[config.mk]
export PLATFORM = sky130hd
export DESIGN_NAME = seg_scan
export DESIGN_NICKNAME = d
export VERILOG_FILES = /design/src/rtl/seg_scan.sv
export SDC_FILE = /design/constraint.sdc
export NUM_CORES = 1
export LEC_CHECK = 0
export ABC_AREA = 0
export ABC_CLOCK_PERIOD_IN_PS = 2400
export CAP_MARGIN = 20
export CORE_MARGIN = 3
export CORE_UTILIZATION = 50
export CTS_CLUSTER_SIZE = 10
export DETAILED_ROUTE_END_ITERATION = 8
export DONT_BUFFER_PORTS = 1
export PLACE_DENSITY = 0.68
export SLEW_MARGIN = 40
export SYNTH_ARGS = -nofsm -noshare
export SYNTH_HDL_FRONTEND = slang
export SYNTH_SLANG_ARGS = --single-unit
[constraint.sdc]
create_clock -name Clk_50MHz -period 2.4 [get_ports Clk_50MHz]
set_clock_uncertainty 0.2 [all_clocks]
set_input_delay 0.72 -clock Clk_50MHz [delete_from_list [all_inputs] [get_ports Clk_50MHz]]
set_output_delay 0.72 -clock Clk_50MHz [all_outputs]
set_load 0.02 [all_outputs]
[src/rtl/seg_scan.sv]
// rtl/seg_scan.sv - eight-digit multiplexed seven-segment scanner with frame-synchronous load
//
// Scans eight common-anode digits one slot at a time. The first BLANK_CYC cycles of each slot
// keep everything dark to suppress ghosting. New display data is staged in a pending buffer
// and only becomes active at a frame boundary (idx 7 wrapping to 0), so a frame never tears.
//
// Ports:
//   Clk_50MHz  in   system clock, rising edge
//   Reset_N    in   asynchronous active-low reset
//   load       in   single-cycle request to capture digits_in/dots_in into the pending buffer
//   digits_in  in   [31:0] eight hex nibbles, nibble k drives digit k
//   dots_in    in   [7:0] bit k lights the decimal point of digit k
//   load_ack   out  one-cycle pulse when pending data becomes the active display
//   seg_out    out  [7:0] active-low segments {dp,g,f,e,d,c,b,a}
//   dig_sel    out  [7:0] active-low one-hot digit enable
module seg_scan #(
  parameter int CLK_DIV   = 50000,
  parameter int BLANK_CYC = 500
) (
  input  logic        Clk_50MHz,
  input  logic        Reset_N,
  input  logic        load,
  input  logic [31:0] digits_in,
  input  logic [7:0]  dots_in,
  output logic        load_ack,
  output logic [7:0]  seg_out,
  output logic [7:0]  dig_sel
);

  localparam int CW = (CLK_DIV > 1) ? $clog2(CLK_DIV) : 1;
  localparam logic [CW-1:0] SLOT_LAST = CW'(CLK_DIV - 1);
  localparam logic [CW-1:0] BLANK_END = CW'(BLANK_CYC);

  logic [CW-1:0] slot_cnt;
  logic [2:0]    idx;
  logic          pend_flag;
  logic          valid;
  logic [31:0]   act_digits;
  logic [7:0]    act_dots;
  logic [31:0]   pend_digits;
  logic [7:0]    pend_dots;

  logic          slot_wrap;
  logic          frame_end;
  logic [3:0]    cur_nib;
  logic [7:0]    seg_nxt;
  logic [7:0]    dig_nxt;

  // Active-low g..a code for one hex nibble.
  function automatic logic [6:0] hex7(input logic [3:0] v);
    case (v)
      4'h0: hex7 = 7'h40;
      4'h1: hex7 = 7'h79;
      4'h2: hex7 = 7'h24;
      4'h3: hex7 = 7'h30;
      4'h4: hex7 = 7'h19;
      4'h5: hex7 = 7'h12;
      4'h6: hex7 = 7'h02;
      4'h7: hex7 = 7'h78;
      4'h8: hex7 = 7'h00;
      4'h9: hex7 = 7'h10;
      4'hA: hex7 = 7'h08;
      4'hB: hex7 = 7'h03;
      4'hC: hex7 = 7'h46;
      4'hD: hex7 = 7'h21;
      4'hE: hex7 = 7'h06;
      default: hex7 = 7'h0E;
    endcase
  endfunction

  assign slot_wrap = (slot_cnt == SLOT_LAST);
  assign frame_end = slot_wrap && (idx == 3'd7);
  assign cur_nib   = act_digits[{idx, 2'b00} +: 4];

  // Scan position.
  always_ff @(posedge Clk_50MHz or negedge Reset_N) begin
    if (!Reset_N) begin
      slot_cnt <= '0;
      idx      <= 3'd0;
    end else if (slot_wrap) begin
      slot_cnt <= '0;
      idx      <= idx + 3'd1;
    end else begin
      slot_cnt <= slot_cnt + 1'b1;
    end
  end

  // Pending/active double buffer. A load in the boundary cycle refills pending after the
  // old pending contents have been promoted, so it lands one frame later.
  always_ff @(posedge Clk_50MHz or negedge Reset_N) begin
    if (!Reset_N) begin
      pend_flag   <= 1'b0;
      valid       <= 1'b0;
      act_digits  <= '0;
      act_dots    <= '0;
      pend_digits <= '0;
      pend_dots   <= '0;
      load_ack    <= 1'b0;
    end else begin
      load_ack <= frame_end && pend_flag;
      if (frame_end && pend_flag) begin
        act_digits <= pend_digits;
        act_dots   <= pend_dots;
        valid      <= 1'b1;
      end
      if (load) begin
        pend_digits <= digits_in;
        pend_dots   <= dots_in;
        pend_flag   <= 1'b1;
      end else if (frame_end) begin
        pend_flag   <= 1'b0;
      end
    end
  end

  always_comb begin
    seg_nxt = 8'hFF;
    dig_nxt = 8'hFF;
    if (valid && (slot_cnt >= BLANK_END)) begin
      dig_nxt = ~(8'd1 << idx);
      seg_nxt = {~act_dots[idx], hex7(cur_nib)};
    end
  end

  // Registered drivers: outputs trail slot_cnt/idx by one cycle.
  always_ff @(posedge Clk_50MHz or negedge Reset_N) begin
    if (!Reset_N) begin
      seg_out <= 8'hFF;
      dig_sel <= 8'hFF;
    end else begin
      seg_out <= seg_nxt;
      dig_sel <= dig_nxt;
    end
  end

endmodule

**Yosys cells after proc, flatten, opt, wreduce, memory -nomap -nowiden**

Memories as Yosys holds them, arrays and structs flattened.
Cells that the tools add are included.

- Bits in registers: 118
- ROM bits: 112
- Input port bits: 43
- Output and inout port bits: 17
- Memories: 1

- Add/subtract/negate cells: 2
- Magnitude comparators: 2
- Eq/ne operators: 2
- Shift operators: 2
- Multiplexer cells: 7
- Bitwise logic cells: 2
- Reductions and logical operators: 4

Memories:

| memory | depth | bits a word | rd ports | clocked after Yosys merged registers in | wr ports | RTL line | source |
|---|---|---|---|---|---|---|---|
| (no name shown) | 16 | 7 | 1 | 0 | 0 | 51 | `case (v)` |

Operators with widths:

| kind | count |
|---|---|
| 32-bit by 6-bit indexed part select with 4-bit output | 1 |
| 16-bit by 1-bit adder with 16-bit output, second input constant | 1 |
| 16-bit equality test, second input constant | 1 |
| 16-bit by 9-bit >= comparator with 1-bit output, second input constant | 1 |
| 16-bit two-way mux | 1 |
| 8-bit two-way mux | 2 |
| 8-bit inverter | 1 |
| 1-bit by 3-bit left shift with 8-bit output, first input constant | 1 |
| 3-bit by 4-bit less-than comparator with 1-bit output, second input constant | 1 |
| 3-bit by 1-bit adder with 3-bit output, second input constant | 1 |
| 1-bit binary-select mux with 3-bit select | 1 |
| 3-bit equality test, second input constant | 1 |
| 1-bit logical AND | 3 |
| 1-bit two-way mux | 3 |
| 2-bit nonzero test | 1 |
| 1-bit inverter | 1 |

**Longest topological paths before layout**

- Depth in word-level cells: 4
- Mapped depth: 9
- Depth with buffers taken out: 8

**Least setup slack after synthesis**

No wires, ideal clock.

- Path kind: register to register
- Start point: reg idx[0]
- End point: reg seg_out[3]
- Arrival: 2159 ps
- Required time: 2111 ps
- Path slack: -47 ps
- Cell stages (with the launch flop): 10
- Path buffers: 1
- Period minus slack after synthesis: 2447 ps
- Cell sequence: dfrtp_1 -> buf_6 -> mux4_1 -> nand2_1 -> and2_1 -> inv_1 -> ha_1 -> a21boi_0 -> nor4b_1 -> a31oi_1

- Word-level cells in the longest chain between the ends: 3

RTL lines:

| element | RTL line | source |
|---|---|---|
| from (decl) | 35 | `logic [2:0] idx;` |
| from (signal assigned) | 82 | `idx <= idx + 3'd1;` |
| 32-bit by 6-bit indexed part select with 4-bit output | 73 | `assign cur_nib = act_digits[{idx, 2'b00} +: 4];` |
| memory 16 x 7 bit | -- |  |
| 8-bit two-way mux | 119 | `if (valid && (slot_cnt >= BLANK_END)) begin` |
| via seg_nxt[3] | 46 | `logic [7:0] seg_nxt;` |
| to (signal assigned) | 131 | `seg_out <= seg_nxt;` |
| to (decl) | 26 | `output logic [7:0] seg_out,` |

The timed path passes the listed nets, and every way through them passes these cells.
A chain may end at the register's enable or synchronous reset.

**Worst setup path in the final report**

- Start point: reg idx[0]
- End point: reg act_digits[12]

- Word-level cells in the longest chain between the ends: 3

RTL lines:

| element | RTL line | source |
|---|---|---|
| 3-bit equality test | 72 | `assign frame_end = slot_wrap && (idx == 3'd7);` |
| 1-bit logical AND | 72 |  |
| 1-bit logical AND | 101 | `if (frame_end && pend_flag) begin` |
| to (signal assigned) | 102 | `act_digits <= pend_digits;` |
| to (decl) | 38 | `logic [31:0] act_digits;` |

No other way between the ends.

==> run metrics <==
first-pass GRT wire length=15350 microns; # diodes=0; PwrDens=781.9 nW/um^2; EDFF count, synth=0; Worst-Skew Late Latency=0.52 ns; CTS sink count=118; post-synth top area cell=dfrtp_1; most common cell in the synthesized netlist=dfrtp_1; Slew Limit Headroom=53.60%; compound-gate portion of the synthesized area=2.599%; arrival time of the worst setup path=2.52 ns; multi-input logic area=2103 sq um; Finished Layout Cells=526; Max VDD drop=644.1 uV; CTS max path bufs=2; Crit. Startpoint=idx[0]; Async SR Flop Fraction=100.0%; Synth Area in XOR/XNOR=2.527%; # fillers=770; row count=36; Final Hold Vio Count=118; Worst-Margin Slew=0.6913 ns; die area=11660 sq um; final WL=9271 microns; Synth Register Bits=118; Port Buffers=0; largest family of logic cells by synthesized area=multiplexers; FF-to-FF path depth=7; grt ovf=0; reg2reg end=act_digits[12]; Crit Path Max Fanout=33; Starting Density=52.22%; vias in the first global route=3034; layout cells sized above 1=40.20%; Vias=2854; synth unique cells=43; RSZ-0062 raised after global routing=yes; fin nets=438; R2R Setup Slk=0.08 ns; hold crit path type=in2async; top cell type's share of synthesized area=49.10%; cts bufs inserted=17; Final TNS setup=0 ns; drt pass-1 iters=4; Fin Hold WS=-0.3090 ns; CTS tree=yes; Chip Height=108.0 microns; vias per inst=5.426; register area share after synthesis=57.18%; ys flop type=dfrtp_1; Pleak=0.002689 uW; initial antenna violation count=1; CTS clk-pin slew, worst paths=0.06 ns; type of origin of the critical path=register; largest net degree at the start of global routing=119; highest routed metal layer=met4; Max Slew Vio Count=0; DP Area=5344 sq um; status=complete, but fails checks; fmax=431.6 MHz; synth top area cells=dfrtp_1 49%, mux2_2 18%, dfstp_2 8.1%; Max Cap Viol=0; DR iter-0 viols=139; DRC Markers=0; fin crit period=2.317 ns; Root Driver=clkbuf_8; Core Box Area=9955 sq um; CP Capture Point=act_digits[12]; mux cell area share after synthesis=24.14%; Post-Synth Simple-Gate Area=7.244%; final setup fails=0; Mapped Cells=366; GP Congestion=0.8109; adder and majority gate portion of the synthesized area=3.369%; Post-DP HPWL=6064 microns; total track usage=17.71%; Setup CP Type=reg2reg; I/O Pins=60; H-tree levels=4; DR WL/cell=17.63 microns; placed cell count=493; Mapped Avg Cell Area=14.20 sq um; WL met2=4504 microns; routed length on met1=4117 microns; Period Utilization, post-route=96.55%; worst endpoint required time=2.60 ns; failing checks=hold timing; Reg2Reg Launch Point=idx[0]; Cell Area, Synth=5199 sq um; Synth top cells by count=102 x dfrtp_1, 81 x mux2_2, 27 x nand2_1; Setup crit end kind=register; net count after synthesis=423; area grow syn2layout=15.11%; number of antenna-violating nets in the routed design=0; post-route cell area=5984 sq um; DR WL met3=492 microns; Reg area=2974 sq um; Die W=108.0 microns; synth warn=0
final cells by class:
type	count	share of cell area (%)
Clock inverter	14	2.990
Timing Repair Buffer	13	1.903
Sequential cell	118	49.70
Clock buffer	17	6.920
Inverter	9	0.5645
Tap cell	133	2.781
Multi-Input combinational cell	222	35.15
flip-flops by register name, indices dropped and copies added, names as in the netlist:
| register | cells |
|---|---|
| load_ack | 1 |
| valid | 1 |
| act_dots | 8 |
| idx | 3 |
| act_digits | 32 |
| pend_dots | 8 |
| pend_flag | 1 |
| seg_out | 8 |
| dig_sel | 8 |
| slot_cnt | 16 |
| pend_digits | 32 |
metrics by stage:
| stage | setup slack (ns) | utilization, % | power (uW) |
|---|---|---|---|
| final | 0.08279 | 60.12 | 4679 |
| after global routing | -0.01010 | 60.12 | 4837 |
| after CTS | 0.002433 | 59.72 | 4739 |
| after detailed placement | -0.06809 | 53.68 | 2205 |
| after global placement | 0.07076 | 53.68 | 2201 |
| after floorplan | 0.002648 | - | 2196 |
critical path, stage by stage (launching register included):
cell     delay, ns
dfrtp_2       0.43
buf_4         0.14
buf_4         0.14
ha_1          0.19
ha_1          0.22
and3_2        0.26
buf_12        0.23
mux2_2        0.37
placed cells by master (no fill, tap or decap), drive strengths merged, types with 2 or more instances in the layout:
master,synthesis,layout
dfstp,16,16
dfrtp,102,102
mux2,84,84
o21ai,3,3
buf,10,13
clkbuf,7,17
clkinvlp,0,3
nand3,11,11
nand2,28,28
bufinv,0,3
nor2b,3,3
mux4,8,8
ha,14,14
nor3,5,5
xor2,5,5
a21boi,2,2
and3,5,5
xnor2,10,10
and4,2,2
o221ai,3,3
a2bb2oi,2,2
nand4,2,2
nor4b,2,2
mux2i,9,9
nor2,13,13
clkinv,0,6
inv,9,11
worst min path at each step:
stage / from / end / cells past startpoint
after floorplan: Reset_N / act_digits[0] / 0
after global placement: Reset_N / slot_cnt[11] / 0
after detailed placement: Reset_N / slot_cnt[11] / 0
after CTS: Reset_N / slot_cnt[11] / 0
after global routing: Reset_N / slot_cnt[10] / 0
final: Reset_N / slot_cnt[11] / 0
repair_timing:
item                                    CTS  global route
hold endpoints to repair                118           118
resized for setup                         1             9
pin swaps                                 0             1
endpoints found under the setup margin    1            12
setup buffers                             1             1
power breakdown:
group	switching (uW)	internal (uW)	total (uW)	leakage, uW
Clock	923	1580	2510	0.000281
Sequential	36.1	2060	2100	0.00148
Combinational	14.8	60.8	75.6	0.000927
Total	974	3700	4680	0.00269
routing by layer:
layer	global-route usage [%]	up-vias
met5	0	-
met4	8.115	0
met3	6.687	14
met2	27.04	68
met1	22.54	1440
li1	-	1332
kinds of logic (layout without fill, tap and decap cells):
logic type,count (synthesis),after routing
flip-flops,118,118
adder cells (fa/ha/maj),14,14
AND/OR/NAND/NOR,76,76
buffers and inverters,26,53
XOR/XNOR,15,15
AO/OA/AOI/OAI,16,16
multiplexers,101,101
Note: power is estimated with default switching activity, not from simulation.
